File: config.mk
export PLATFORM = sky130hd
export DESIGN_NAME = alu_share_arb
export DESIGN_NICKNAME = d
export VERILOG_FILES = /design/src/rtl/alu_share_arb.sv
export SDC_FILE = /design/constraint.sdc
export NUM_CORES = 1
export LEC_CHECK = 0
export CORE_ASPECT_RATIO = 1.1
export CORE_MARGIN = 2
export CORE_UTILIZATION = 45
export CTS_BUF_LIST = sky130_fd_sc_hd__clkbuf_2
export CTS_CLUSTER_DIAMETER = 200
export CTS_CLUSTER_SIZE = 14
export DETAILED_ROUTE_END_ITERATION = 8
export PLACE_DENSITY = 0.68
export SYNTH_ARGS = -nofsm -noshare
export SYNTH_HDL_FRONTEND = slang
export SYNTH_SLANG_ARGS = --single-unit
File: constraint.sdc
create_clock -name clk -period 7.7 [get_ports clk]
set_clock_uncertainty 0.05 [all_clocks]
set_input_delay 1.155 -clock clk [delete_from_list [all_inputs] [get_ports clk]]
set_output_delay 1.155 -clock clk [all_outputs]
set_load 0.02 [all_outputs]
File: src/rtl/alu_share_arb.sv
// rtl/alu_share_arb.sv - two-requester round-robin arbiter sharing one ALU
//
// alu_share_arb
//   Time-shares a single ALU between two valid/ready requesters. At most one
//   operation is accepted per cycle. The result is captured in a response
//   register owned by that requester, and the register holds while that
//   requester applies backpressure.
//   Ports:
//     clk, rst_n                 clock, asynchronous active-low reset
//     reqX_valid / reqX_ready    request handshake (ready is combinational)
//     reqX_A, reqX_B, reqX_Cin   operands and adder carry-in
//     reqX_Op, reqX_invA,
//     reqX_invB, reqX_sign       ALU controls
//     rspX_valid / rspX_ready    response handshake
//     rspX_out, rspX_zero,
//     rspX_ofl                   captured ALU result and flags
//
// alu
//   Combinational ALU.
//   Op 000 rotate left, 001 shift left, 010 shift right arithmetic,
//   011 shift right logical, 100 add, 101 and, 110 or, 111 xor.
//   The shift amount is the low log2(N) bits of the (optionally inverted) B.
//   Ports:
//     a_i, b_i, cin_i, op_i           operands, carry-in, opcode
//     inv_a_i, inv_b_i, sign_i        operand inversion, signed overflow
//     out_o, zero_o, ofl_o            result, result==0, overflow/carry

module alu #(
   parameter int N = 16,
   parameter int O = 3
) (
   input  logic [N-1:0] a_i,
   input  logic [N-1:0] b_i,
   input  logic         cin_i,
   input  logic [O-1:0] op_i,
   input  logic         inv_a_i,
   input  logic         inv_b_i,
   input  logic         sign_i,
   output logic [N-1:0] out_o,
   output logic         zero_o,
   output logic         ofl_o
);
   localparam int SW = $clog2(N);

   logic [N-1:0]   a;
   logic [N-1:0]   b;
   logic [SW-1:0]  sh;
   logic [2*N-1:0] rot;
   logic [N:0]     sum;
   logic [N-1:0]   sra;

   assign a   = inv_a_i ? ~a_i : a_i;
   assign b   = inv_b_i ? ~b_i : b_i;
   assign sh  = b[SW-1:0];
   // Rotate by shifting a doubled copy; the upper half is the rotated word.
   assign rot = {a, a} << sh;
   assign sum = {1'b0, a} + {1'b0, b} + {{N{1'b0}}, cin_i};
   assign sra = $signed(a) >>> sh;

   always_comb begin
      out_o = '0;
      ofl_o = 1'b0;
      case (op_i[2:0])
         3'b000: out_o = rot[2*N-1:N];
         3'b001: out_o = a << sh;
         3'b010: out_o = sra;
         3'b011: out_o = a >> sh;
         3'b100: begin
            out_o = sum[N-1:0];
            // Signed overflow: equal operand signs, result sign differs.
            // Unsigned overflow: carry out of the top bit.
            ofl_o = sign_i ? ((a[N-1] == b[N-1]) && (sum[N-1] != a[N-1]))
                           : sum[N];
         end
         3'b101: out_o = a & b;
         3'b110: out_o = a | b;
         default: out_o = a ^ b;
      endcase
   end

   assign zero_o = (out_o == '0);
endmodule

module alu_share_arb #(
   parameter int N = 16,
   parameter int O = 3
) (
   input  logic         clk,
   input  logic         rst_n,
   input  logic         req0_valid,
   output logic         req0_ready,
   input  logic [N-1:0] req0_A,
   input  logic [N-1:0] req0_B,
   input  logic         req0_Cin,
   input  logic [O-1:0] req0_Op,
   input  logic         req0_invA,
   input  logic         req0_invB,
   input  logic         req0_sign,
   input  logic         req1_valid,
   output logic         req1_ready,
   input  logic [N-1:0] req1_A,
   input  logic [N-1:0] req1_B,
   input  logic         req1_Cin,
   input  logic [O-1:0] req1_Op,
   input  logic         req1_invA,
   input  logic         req1_invB,
   input  logic         req1_sign,
   output logic         rsp0_valid,
   input  logic         rsp0_ready,
   output logic [N-1:0] rsp0_out,
   output logic         rsp0_zero,
   output logic         rsp0_ofl,
   output logic         rsp1_valid,
   input  logic         rsp1_ready,
   output logic [N-1:0] rsp1_out,
   output logic         rsp1_zero,
   output logic         rsp1_ofl
);
   logic         elig0, elig1;
   logic         gnt0, gnt1;
   logic [N-1:0] alu_a, alu_b, alu_out;
   logic         alu_cin, alu_inv_a, alu_inv_b, alu_sign, alu_zero, alu_ofl;
   logic [O-1:0] alu_op;

   // last_grant_q: 0 = requester 0 won last, 1 = requester 1 won last.
   logic         last_grant_q, last_grant_d;
   logic         rsp0_valid_q, rsp0_valid_d, rsp1_valid_q, rsp1_valid_d;
   logic [N-1:0] rsp0_out_q, rsp0_out_d, rsp1_out_q, rsp1_out_d;
   logic         rsp0_zero_q, rsp0_zero_d, rsp1_zero_q, rsp1_zero_d;
   logic         rsp0_ofl_q, rsp0_ofl_d, rsp1_ofl_q, rsp1_ofl_d;

   // A slot being drained this cycle counts as free, so a streaming
   // requester sees no bubble.
   assign elig0 = req0_valid && (!rsp0_valid_q || rsp0_ready);
   assign elig1 = req1_valid && (!rsp1_valid_q || rsp1_ready);

   assign gnt0 = elig0 && (!elig1 || last_grant_q);
   assign gnt1 = elig1 && (!elig0 || !last_grant_q);

   assign req0_ready = gnt0;
   assign req1_ready = gnt1;

   // Requester 0 is the default mux leg; with no grant the result is unused.
   assign alu_a     = gnt1 ? req1_A    : req0_A;
   assign alu_b     = gnt1 ? req1_B    : req0_B;
   assign alu_cin   = gnt1 ? req1_Cin  : req0_Cin;
   assign alu_op    = gnt1 ? req1_Op   : req0_Op;
   assign alu_inv_a = gnt1 ? req1_invA : req0_invA;
   assign alu_inv_b = gnt1 ? req1_invB : req0_invB;
   assign alu_sign  = gnt1 ? req1_sign : req0_sign;

   alu #(.N(N), .O(O)) u_alu (
      .a_i     (alu_a),
      .b_i     (alu_b),
      .cin_i   (alu_cin),
      .op_i    (alu_op),
      .inv_a_i (alu_inv_a),
      .inv_b_i (alu_inv_b),
      .sign_i  (alu_sign),
      .out_o   (alu_out),
      .zero_o  (alu_zero),
      .ofl_o   (alu_ofl)
   );

   always_comb begin
      rsp0_valid_d = rsp0_valid_q;
      rsp0_out_d   = rsp0_out_q;
      rsp0_zero_d  = rsp0_zero_q;
      rsp0_ofl_d   = rsp0_ofl_q;
      rsp1_valid_d = rsp1_valid_q;
      rsp1_out_d   = rsp1_out_q;
      rsp1_zero_d  = rsp1_zero_q;
      rsp1_ofl_d   = rsp1_ofl_q;
      last_grant_d = last_grant_q;

      if (gnt0) begin
         rsp0_valid_d = 1'b1;
         rsp0_out_d   = alu_out;
         rsp0_zero_d  = alu_zero;
         rsp0_ofl_d   = alu_ofl;
         last_grant_d = 1'b0;
      end else if (rsp0_ready) begin
         rsp0_valid_d = 1'b0;
      end

      if (gnt1) begin
         rsp1_valid_d = 1'b1;
         rsp1_out_d   = alu_out;
         rsp1_zero_d  = alu_zero;
         rsp1_ofl_d   = alu_ofl;
         last_grant_d = 1'b1;
      end else if (rsp1_ready) begin
         rsp1_valid_d = 1'b0;
      end
   end

   always_ff @(posedge clk or negedge rst_n) begin
      if (!rst_n) begin
         rsp0_valid_q <= 1'b0;
         rsp0_out_q   <= '0;
         rsp0_zero_q  <= 1'b0;
         rsp0_ofl_q   <= 1'b0;
         rsp1_valid_q <= 1'b0;
         rsp1_out_q   <= '0;
         rsp1_zero_q  <= 1'b0;
         rsp1_ofl_q   <= 1'b0;
         // Pretend requester 1 won last so requester 0 takes the first conflict.
         last_grant_q <= 1'b1;
      end else begin
         rsp0_valid_q <= rsp0_valid_d;
         rsp0_out_q   <= rsp0_out_d;
         rsp0_zero_q  <= rsp0_zero_d;
         rsp0_ofl_q   <= rsp0_ofl_d;
         rsp1_valid_q <= rsp1_valid_d;
         rsp1_out_q   <= rsp1_out_d;
         rsp1_zero_q  <= rsp1_zero_d;
         rsp1_ofl_q   <= rsp1_ofl_d;
         last_grant_q <= last_grant_d;
      end
   end

   assign rsp0_valid = rsp0_valid_q;
   assign rsp0_out   = rsp0_out_q;
   assign rsp0_zero  = rsp0_zero_q;
   assign rsp0_ofl   = rsp0_ofl_q;
   assign rsp1_valid = rsp1_valid_q;
   assign rsp1_out   = rsp1_out_q;
   assign rsp1_zero  = rsp1_zero_q;
   assign rsp1_ofl   = rsp1_ofl_q;
endmodule

==> results.md <==
- Status: finished clean
- Worst ir drop on vdd: 139 µV
- Setup_tns: 0 ns
- Post-synth top area cell: dfrtp_1
- Register area: 977 µm²
- DR DRC count: 0
- Ys flop type: dfrtp_1
- Cts hold-fix bufs: 0
- Post-route ant nets: 0
- # IOs: 124
- Die height: 146 µm
- CP Launch Type: primary input
- Max-Cap Viols: 0
- Clk buf depth: 2
- Avg Cell Area, Syn: 6.99 µm²
- Root Driver: clkbuf_2
- Clock Latency Late Sink: just under 0.4 ns
- Gate Count Post-Synth: 1182
- First-pass GRT wire length: 52900 µm
- Std cell rows: 51
- CTS H-tree lvls: 2
- RePlAce Congestion: 1.06
- Fill count: 1852
- Core ar.: 0.0179 mm²
- Seq cells post-synth: 39
- Worst-margin pin slew: 1.13 ns
- Post-DP HPWL: 28600 µm
- Synth top cells by count: 142 x nand2_1, 135 x o21ai_0, 61 x a21oi_1
- Sink Count: 39
- Grt ovf: 0
- Drt first pass iters: 5
- Number of antenna violations at the first check in global routing: 0
- Number of synthesized flops with an enable pin: 0
- Die area: just under 0.02 mm²
- Most frequent CP cell: nand2_1
- Finished Cell Area: 0.00969 mm²
- Vias in the first global route: just under 9k
- Slowest stage cell, crit path: o211ai_4
- CTS tree: built
- Worst Path Arrival: 6.35 ns
- Post-Syn Nets: 1301
- Max frequency: 165 MHz
- Final Hold Vio Count: 0
- Seq/Total Area, Yosys: 0.118
- Placed Area: about 0.0096 mm²
- Die Wd: 133 µm
- Pwr per Cell Area: ~200 mW/mm²
- HP Class: register to register
- Slew HR: 0.237
- RSZ-0062 raised after global routing: false
- Total power: 1.90 mW
- Count leader, synth: nand2_1
- # port buffers: roughly 120
- Total track usage: 0.351
- 1st-iter DRT viols: around 1.0k
- Diode count: 0
- Lkg Pwr: just under 4 nW
- Crit-path max FO: 20
- Top post-synthesis cells by area: dfrtp_1 12%, o21ai_0 8.2%, nand2_1 6.4%
- Post-CTS setup buffers: 0
- Multi-input logic area: 0.00675 mm²
- Largest net degree at the start of global routing: around 60
- Starting Density: 0.463
- Vias per inst: 6.52
- Setup crit end kind: register
- Slew Limit Fails: 0
- Post_cts resized: 0
- CP max stage delay: 0.59 ns
- Top cell type's share of synthesized area: 0.115
- Routed via count: 9718
- WL/cell: 23.6 µm
- Syn Std Cell Area: a little over 0.008 mm²
- Crit share post-route: 0.786
- YS warnings: 0
- CP Cell Sequence: clkdlybuf4s50_1 > nand2_1 > o211ai_4 > inv_2 > nand2_1 > nand2_1 > fa_1 > fa_1 > a21o_1 > a221oi_1 > o22ai_1 > o21ba_1 > o21ai_1 > and2_1 > a41oi_1 > a2111oi_1 > nand4b_1 > o21ai_1
- Post-layout min period: 6.05 ns
- Worst endpoint required time: 8.00 ns
- Clock slew at reported path FFs: 0.19 ns
- Asr flop ratio synth: 1.00
- Post-Route WL: between 30000 and 40000 µm
- # nets final: 1371
- Layout area overhead: 17.2%
- CTS buffer count: 5
- Share of cells above drive strength 1: 0.0646
- Setup Crit Path Kind: primary input to register
- Final setup viols: 0
- Post-synthesis cell type count: 86
-- critical path, delay by kind of cell --
kind	cells	cell delay, ns
AO/OA/AOI/OAI	9	2.59
adder cells (fa/ha/maj)	2	0.98
buffers and inverters	2	0.90
AND/OR/NAND/NOR	5	0.70
-- final timing paths --
kind	startpoint	endpoint	slack [ns]	cells after the start
setup / recovery	req0_valid	rsp1_zero$_DFFE_PN0N_	1.65	18
hold / removal	rsp1_out[1]$_DFFE_PN0N_	rsp1_out[1]$_DFFE_PN0N_	0.45	2
setup reg to reg	last_grant_q$_DFFE_PN1P_	rsp1_zero$_DFFE_PN0N_	2.36	17
hold reg to reg	rsp1_out[1]$_DFFE_PN0N_	rsp1_out[1]$_DFFE_PN0N_	0.45	2
max in group asynchronous	rst_n	rsp0_valid$_DFFE_PN0P_	6.30	1
min in group asynchronous	rst_n	rsp1_out[7]$_DFFE_PN0N_	0.76	1
-- cell type report --
class,instances,area share
clock buffers,5,0.00258
repair buffers,149,0.145
flip-flops and latches,39,0.101
inverters,43,0.0167
well taps,238,0.0307
clock inverters,3,0.00697
multi-input cells,1014,0.697
-- cells by family after synthesis --
group / share of synthesized area
flops: 0.118
simple gates: 0.237
mux: 0.0772
buf+inv: 0.0683
xor+xnor: 0.107
fa+ha+maj: 0.0548
compound gates: 0.338
-- power breakdown --
part           internal, mW  switching [mW]
registers             0.279          0.0388
clock network        0.0873          0.0689
logic                 0.540           0.882
-- registers in the layout, summed over array words and instances (netlist names) --
signal	cells
rsp0_out	16
rsp1_valid	1
rsp0_valid	1
last_grant_q	1
rsp1_zero	1
rsp0_ofl	1
rsp1_ofl	1
rsp1_out	16
rsp0_zero	1
-- per-stage QoR --
| stage | cells | hold slack [ns] | setup WS [ns] | utilization |
|---|---|---|---|---|
| after floorplan | 1182 | 0.459 | 1.74 | - |
| after global placement | 1483 | 0.410 | 1.38 | 0.537 |
| after detailed placement | 1483 | 0.416 | 1.34 | 0.537 |
| after CTS | 1491 | 0.458 | 1.75 | 0.542 |
| after global routing | 1491 | 0.475 | 1.28 | 0.542 |
| final | 1491 | 0.452 | 1.65 | 0.542 |
-- per-layer routing --
layer  wire [µm]  track usage  share of wire  vias to the layer above
met2       15800        0.566           0.45                      571
met1       13900        0.451           0.40                     4515
met3        3260       0.0580          0.093                      120
met4        2210        0.181          0.063                        0
met5           0            0              0                        -
li1            -            -              -                     4512
-- layout by cell type, fill, tap and decap left out, drive strengths merged, types with 8 or more instances in the layout --
| cell type | count |
|---|---|
| a211oi | 25 |
| a31oi | 16 |
| o21ai | 144 |
| nand4 | 9 |
| o211ai | 14 |
| a21oi | 61 |
| nand2 | 143 |
| nor3 | 42 |
| nand2b | 10 |
| o31ai | 9 |
| o22ai | 38 |
| dfrtp | 38 |
| o21a | 9 |
| or3 | 9 |
| or2 | 10 |
| a21o | 10 |
| nand3 | 18 |
| ha | 33 |
| nor2 | 60 |
| nor2b | 56 |
| xnor2 | 62 |
| a2111oi | 9 |
| o32ai | 8 |
| inv | 43 |
| xor2 | 31 |
| mux2i | 51 |
| clkdlybuf4s50 | 119 |
| a22oi | 9 |
| buf | 30 |
No activity file was read; power rests on OpenSTA's default activity.
